$ cat config.mk
export PLATFORM = sky130hd
export DESIGN_NAME = if_id_fetch_stage
export DESIGN_NICKNAME = d
export VERILOG_FILES = /design/src/rtl/if_id_fetch_stage.sv
export SDC_FILE = /design/constraint.sdc
export NUM_CORES = 1
export LEC_CHECK = 0
export BUFFER_PORTS_ARGS = -buffer_cell sky130_fd_sc_hd__buf_2
export CORE_AREA = 2 2 97 99
export CTS_CLUSTER_SIZE = 30
export DETAILED_ROUTE_END_ITERATION = 6
export DIE_AREA = 0 0 99 101
export PLACE_DENSITY = 0.83
export SLEW_MARGIN = 20
export SYNTH_ARGS = -nofsm -noshare
export SYNTH_HDL_FRONTEND = slang
export SYNTH_SLANG_ARGS = --single-unit
$ cat constraint.sdc
create_clock -name clk -period 3.7 [get_ports clk]
set_clock_uncertainty 0.1 [all_clocks]
set_input_delay 0.185 -clock clk [delete_from_list [all_inputs] [get_ports clk]]
set_output_delay 0.185 -clock clk [all_outputs]
set_load 0.01 [all_outputs]
$ cat src/rtl/if_id_fetch_stage.sv
// if_id_fetch_stage
// Fetch stage and IF/ID pipeline register for the 5-stage MIPS pipeline.
//
// Owns the PC, drives the instruction-memory address, and latches
// {PC+4, instruction, valid} into IF/ID. It exports the Rs/Rt fields that
// the load-use hazard unit compares.
//
// Control inputs have no valid/ready handshake; they are level-sampled on
// every rising edge:
//   - PcLoad=1 lets the PC advance; PcLoad=0 holds the PC.
//   - IFIDLoad=1 lets IF/ID capture; IFIDLoad=0 holds IF/ID.
//   - BranchTaken=1 redirects the PC to BranchTarget and flushes IF/ID.
//     It overrides both load enables for that edge.
//
// Optional build macro FETCH_PERF_CNT_EN adds two saturating 16-bit
// performance counters, StallCnt and FlushCnt.

module if_id_fetch_stage #(
    parameter logic [31:0] RESET_PC = 32'h0000_0000
) (
    input  logic        clk,
    input  logic        rst,
    input  logic        PcLoad,
    input  logic        IFIDLoad,
    input  logic        BranchTaken,
    input  logic [31:0] BranchTarget,
    input  logic [31:0] InstIn,
    output logic [31:0] InstAddr,
    output logic [31:0] PcIFID,
    output logic [31:0] InstIFID,
    output logic        ValidIFID,
    output logic [4:0]  RsIFID,
    output logic [4:0]  RtIFID
`ifdef FETCH_PERF_CNT_EN
    ,
    output logic [15:0] StallCnt,
    output logic [15:0] FlushCnt
`endif
);

    logic [31:0] pc_q, pc_d;
    logic [31:0] pc_ifid_q, pc_ifid_d;
    logic [31:0] inst_ifid_q, inst_ifid_d;
    logic        valid_ifid_q, valid_ifid_d;
    logic [31:0] pc_plus4;
    logic [31:0] redirect_pc;

    // PC+4 wraps modulo 2^32; the word-aligned redirect drops BranchTarget[1:0]
    assign pc_plus4    = pc_q + 32'd4;
    assign redirect_pc = {BranchTarget[31:2], 2'b00};

    // Next PC: a redirect beats PcLoad; otherwise the PC holds
    always_comb begin
        pc_d = pc_q;
        if (BranchTaken) begin
            pc_d = redirect_pc;
        end else if (PcLoad) begin
            pc_d = pc_plus4;
        end
    end

    // Next IF/ID: a flush inserts a NOP bubble; otherwise capture or hold
    always_comb begin
        pc_ifid_d    = pc_ifid_q;
        inst_ifid_d  = inst_ifid_q;
        valid_ifid_d = valid_ifid_q;
        if (BranchTaken) begin
            pc_ifid_d    = 32'd0;
            inst_ifid_d  = 32'd0;
            valid_ifid_d = 1'b0;
        end else if (IFIDLoad) begin
            pc_ifid_d    = pc_plus4;
            inst_ifid_d  = InstIn;
            valid_ifid_d = 1'b1;
        end
    end

    // PC and IF/ID registers; reset discards any in-flight stall or redirect
    always_ff @(posedge clk) begin
        if (rst) begin
            pc_q         <= RESET_PC;
            pc_ifid_q    <= 32'd0;
            inst_ifid_q  <= 32'd0;
            valid_ifid_q <= 1'b0;
        end else begin
            pc_q         <= pc_d;
            pc_ifid_q    <= pc_ifid_d;
            inst_ifid_q  <= inst_ifid_d;
            valid_ifid_q <= valid_ifid_d;
        end
    end

    assign InstAddr  = pc_q;
    assign PcIFID    = pc_ifid_q;
    assign InstIFID  = inst_ifid_q;
    assign ValidIFID = valid_ifid_q;
    assign RsIFID    = inst_ifid_q[25:21];
    assign RtIFID    = inst_ifid_q[20:16];

`ifdef FETCH_PERF_CNT_EN
    logic [15:0] stall_cnt_q, stall_cnt_d;
    logic [15:0] flush_cnt_q, flush_cnt_d;

    // Stalls count edges where IF/ID holds; flushes count only squashed real instructions
    always_comb begin
        stall_cnt_d = stall_cnt_q;
        flush_cnt_d = flush_cnt_q;
        if (!BranchTaken && !IFIDLoad && (stall_cnt_q != 16'hFFFF)) begin
            stall_cnt_d = stall_cnt_q + 16'd1;
        end
        if (BranchTaken && valid_ifid_q && (flush_cnt_q != 16'hFFFF)) begin
            flush_cnt_d = flush_cnt_q + 16'd1;
        end
    end

    // Saturating counter registers
    always_ff @(posedge clk) begin
        if (rst) begin
            stall_cnt_q <= 16'd0;
            flush_cnt_q <= 16'd0;
        end else begin
            stall_cnt_q <= stall_cnt_d;
            flush_cnt_q <= flush_cnt_d;
        end
    end

    assign StallCnt = stall_cnt_q;
    assign FlushCnt = flush_cnt_q;
`endif

endmodule

==> results.json <==
{
  "antenna_cells": 0,
  "p_switching_uw": 578.3,
  "cts_sinks": 93,
  "clock_latency_ns": 0.35,
  "die_w_um": 99,
  "die_area_um2": 9999,
  "die_h_um": 101,
  "synth_cell_types": 41,
  "power.internal_mw": 1.536,
  "grt_pass1_wl_um": 19670,
  "vias_per_cell": 5.366,
  "netlist_top_cells_area": "dfxtp_1, mux2i_1, xnor2_1",
  "rsz0062_at_grt": "no",
  "slew_headroom_pct": 26.82,
  "worst_slew_pin_slew_ns": 1.098,
  "path_max_fanout": 18,
  "antenna_found_initial": 0,
  "wl_per_cell_um": 15.55,
  "dp_hpwl_um": 7775,
  "worstPathRequired_ns": 3.79,
  "tns_ns": 0,
  "met3_usage_pct": 3.883,
  "hold_path_class": "in -> reg",
  "power_leakage_nw": 2.530,
  "yosys.area.top_type": "dfxtp_1",
  "dpl_worst_slack_ns": 1.185,
  "status": "finished clean",
  "drc": 0,
  "period_needed_ns": 2.521,
  "cap_viol_max_count": 0,
  "drt-total-wl_um": 12210,
  "synth_edf_count": 0,
  "core_area_um2": 8977,
  "path_class": "reg -> reg",
  "synth-async-reset-ratio_pct": 0,
  "grtUsageMet1_pct": 30.06,
  "clockPowerShare_pct": 33.2,
  "postCtsSetupRepairBufs": 0,
  "synth_top_area_share_pct": 42.51,
  "vdd_drop_max_v": 0.0002228,
  "cts_hold_buf": 44,
  "clk_path_buf_depth": 2,
  "io_pins": 176,
  "fillers": 735,
  "htreeDepth": 3,
  "synth-seq-cells": 93,
  "syn-cell-area_um2": 4379,
  "grt_overflow_total": 0,
  "start_kind": "flip-flop",
  "cts_buffers": 9,
  "drtIter0Drc": 119,
  "cts-root-buf": "clkbuf_8",
  "hold_viol": 0,
  "synth_most_common_cell": "dfxtp_1",
  "p_seq_share_pct": 52.1,
  "ys_seq_area_share_pct": 42.51,
  "grt-busiest-layer": "met2",
  "first_global_vias": 4100,
  "drtPass1Iterations": 4,
  "gp_congestion": 0.8186,
  "ant_nets": 0,
  "combinationalPowerShare_pct": 14.8,
  "sw_frac_of_total_pct": 27.36,
  "dpl_cell_area_um2": 5117,
  "clk_pin_slew_ns": 0.09,
  "final_nets": 739,
  "worst_slack_ns": 1.179,
  "design_area_um2": 5764,
  "port_buffers": 169,
  "fin_crit_sh_pct": 68.14,
  "slew_viol_final": 0,
  "avgSynthCellArea_um2": 8.919,
  "ys.flop_type": "dfxtp_1",
  "setup_viol": 0,
  "cp-end-kind": "flip-flop",
  "drive_gt1_share_pct": 31.16,
  "use_met2_pct": 41.58,
  "dr_total_vias": 4212,
  "syn_inst": 491,
  "final_util_pct": 64.21,
  "grt_usage_pct": 23.96,
  "ys_warn_count": 0,
  "grt_max_degree": 93,
  "tritoncts": "yes",
  "synth_commonest_cells": "dfxtp_1, nor2_1, xnor2_1",
  "powerDensity_nw_per_um2": 366.7,
  "max_freq_ghz": 0.3966,
  "start_util_pct": 48.78,
  "arrival_ns": 2.61,
  "rows": 35,
  "syn_to_final_growth_pct": 31.63,
  "cts.repair.resized": 0
}
[power by group through the flow]
stage / Combinational [mW] / Sequential (mW) / Clock, mW
after floorplan: 0.152 / 1.13 / 0
after global placement: 0.267 / 1.12 / 0
after detailed placement: 0.273 / 1.12 / 0
after CTS: 0.310 / 1.10 / 0.719
after global routing: 0.342 / 1.11 / 0.759
final: 0.312 / 1.10 / 0.701
[state kept, by name, summed over array words and instances (netlist names)]
signal     count
InstAddr      30
InstIFID      32
PcIFID        30
ValidIFID      1
[worst max-delay path, cell delays in order (launching register included)]
cell	delay (ns)
dfxtp_1	0.52
ha_1	0.30
nand3_1	0.18
or2_1	0.55
nor4_1	0.43
xnor2_1	0.19
a21oi_1	0.09
[area by class of cell]
class	count	area, um^2	area share (%)
multi-input combinational	344	2227	38.64
sequential	93	1862	32.30
timing repair buffer	216	1311	22.75
tap	111	138.9	2.409
clock buffer	10	137.6	2.388
clock inverter	6	68.82	1.194
inverter	5	18.77	0.3256
[logic make-up (layout without fill, tap and decap cells)]
kind of cell               after synthesis  after routing  share of synthesized area (%)
adders and majority gates                1              1                         0.2857
and+or+nand+nor                        168            168                          20.57
buffers and inverters                   57            237                          6.886
xor gates and xnor gates                48             48                          9.600
other                                    1              4                        0.08563
DFF                                     93             93                          42.51
AOI/OAI and AO/OA                       88             88                          12.06
muxes                                   35             35                          8.000
[final timing paths]
kind | depth (start not counted) | slack, ns | end | startpoint
setup / recovery | 6 | 1.18 | PcIFID[30] | InstAddr[2]
hold / removal | 3 | 0.01 | InstAddr[24] | BranchTarget[24]
hold reg to reg | 2 | 0.39 | PcIFID[2] | PcIFID[2]
setup reg to reg | 6 | 1.18 | PcIFID[30] | InstAddr[2]
[through the flow]
step | hold WS, ns | power (mW) | cells
floorplan | 0.2277 | 1.283 | 494
global placement | 0.3194 | 1.384 | 725
detailed placement | 0.3307 | 1.395 | 725
CTS | 0.0005931 | 2.128 | 785
global route | 0.01244 | 2.209 | 785
finish | 0.009987 | 2.114 | 785
[routing by layer]
metal  wire [um]  up-vias
met3         951       21
met5           0        -
li1            -     2036
met1        5068     1959
met4         192        0
met2        5996      196
[layout by cell type (no fill, tap or decap), types with 10 or more instances in the layout]
master,instances
nand2_1,26
xor2_1,12
nor2_1,76
dlygate4sd3_1,44
a21oi_1,31
o21ai_0,25
dfxtp_1,93
a211oi_1,19
mux2i_1,35
buf_2,168
xnor2_1,36
clkbuf_8,10
Note: power is estimated with default switching activity, not from simulation.
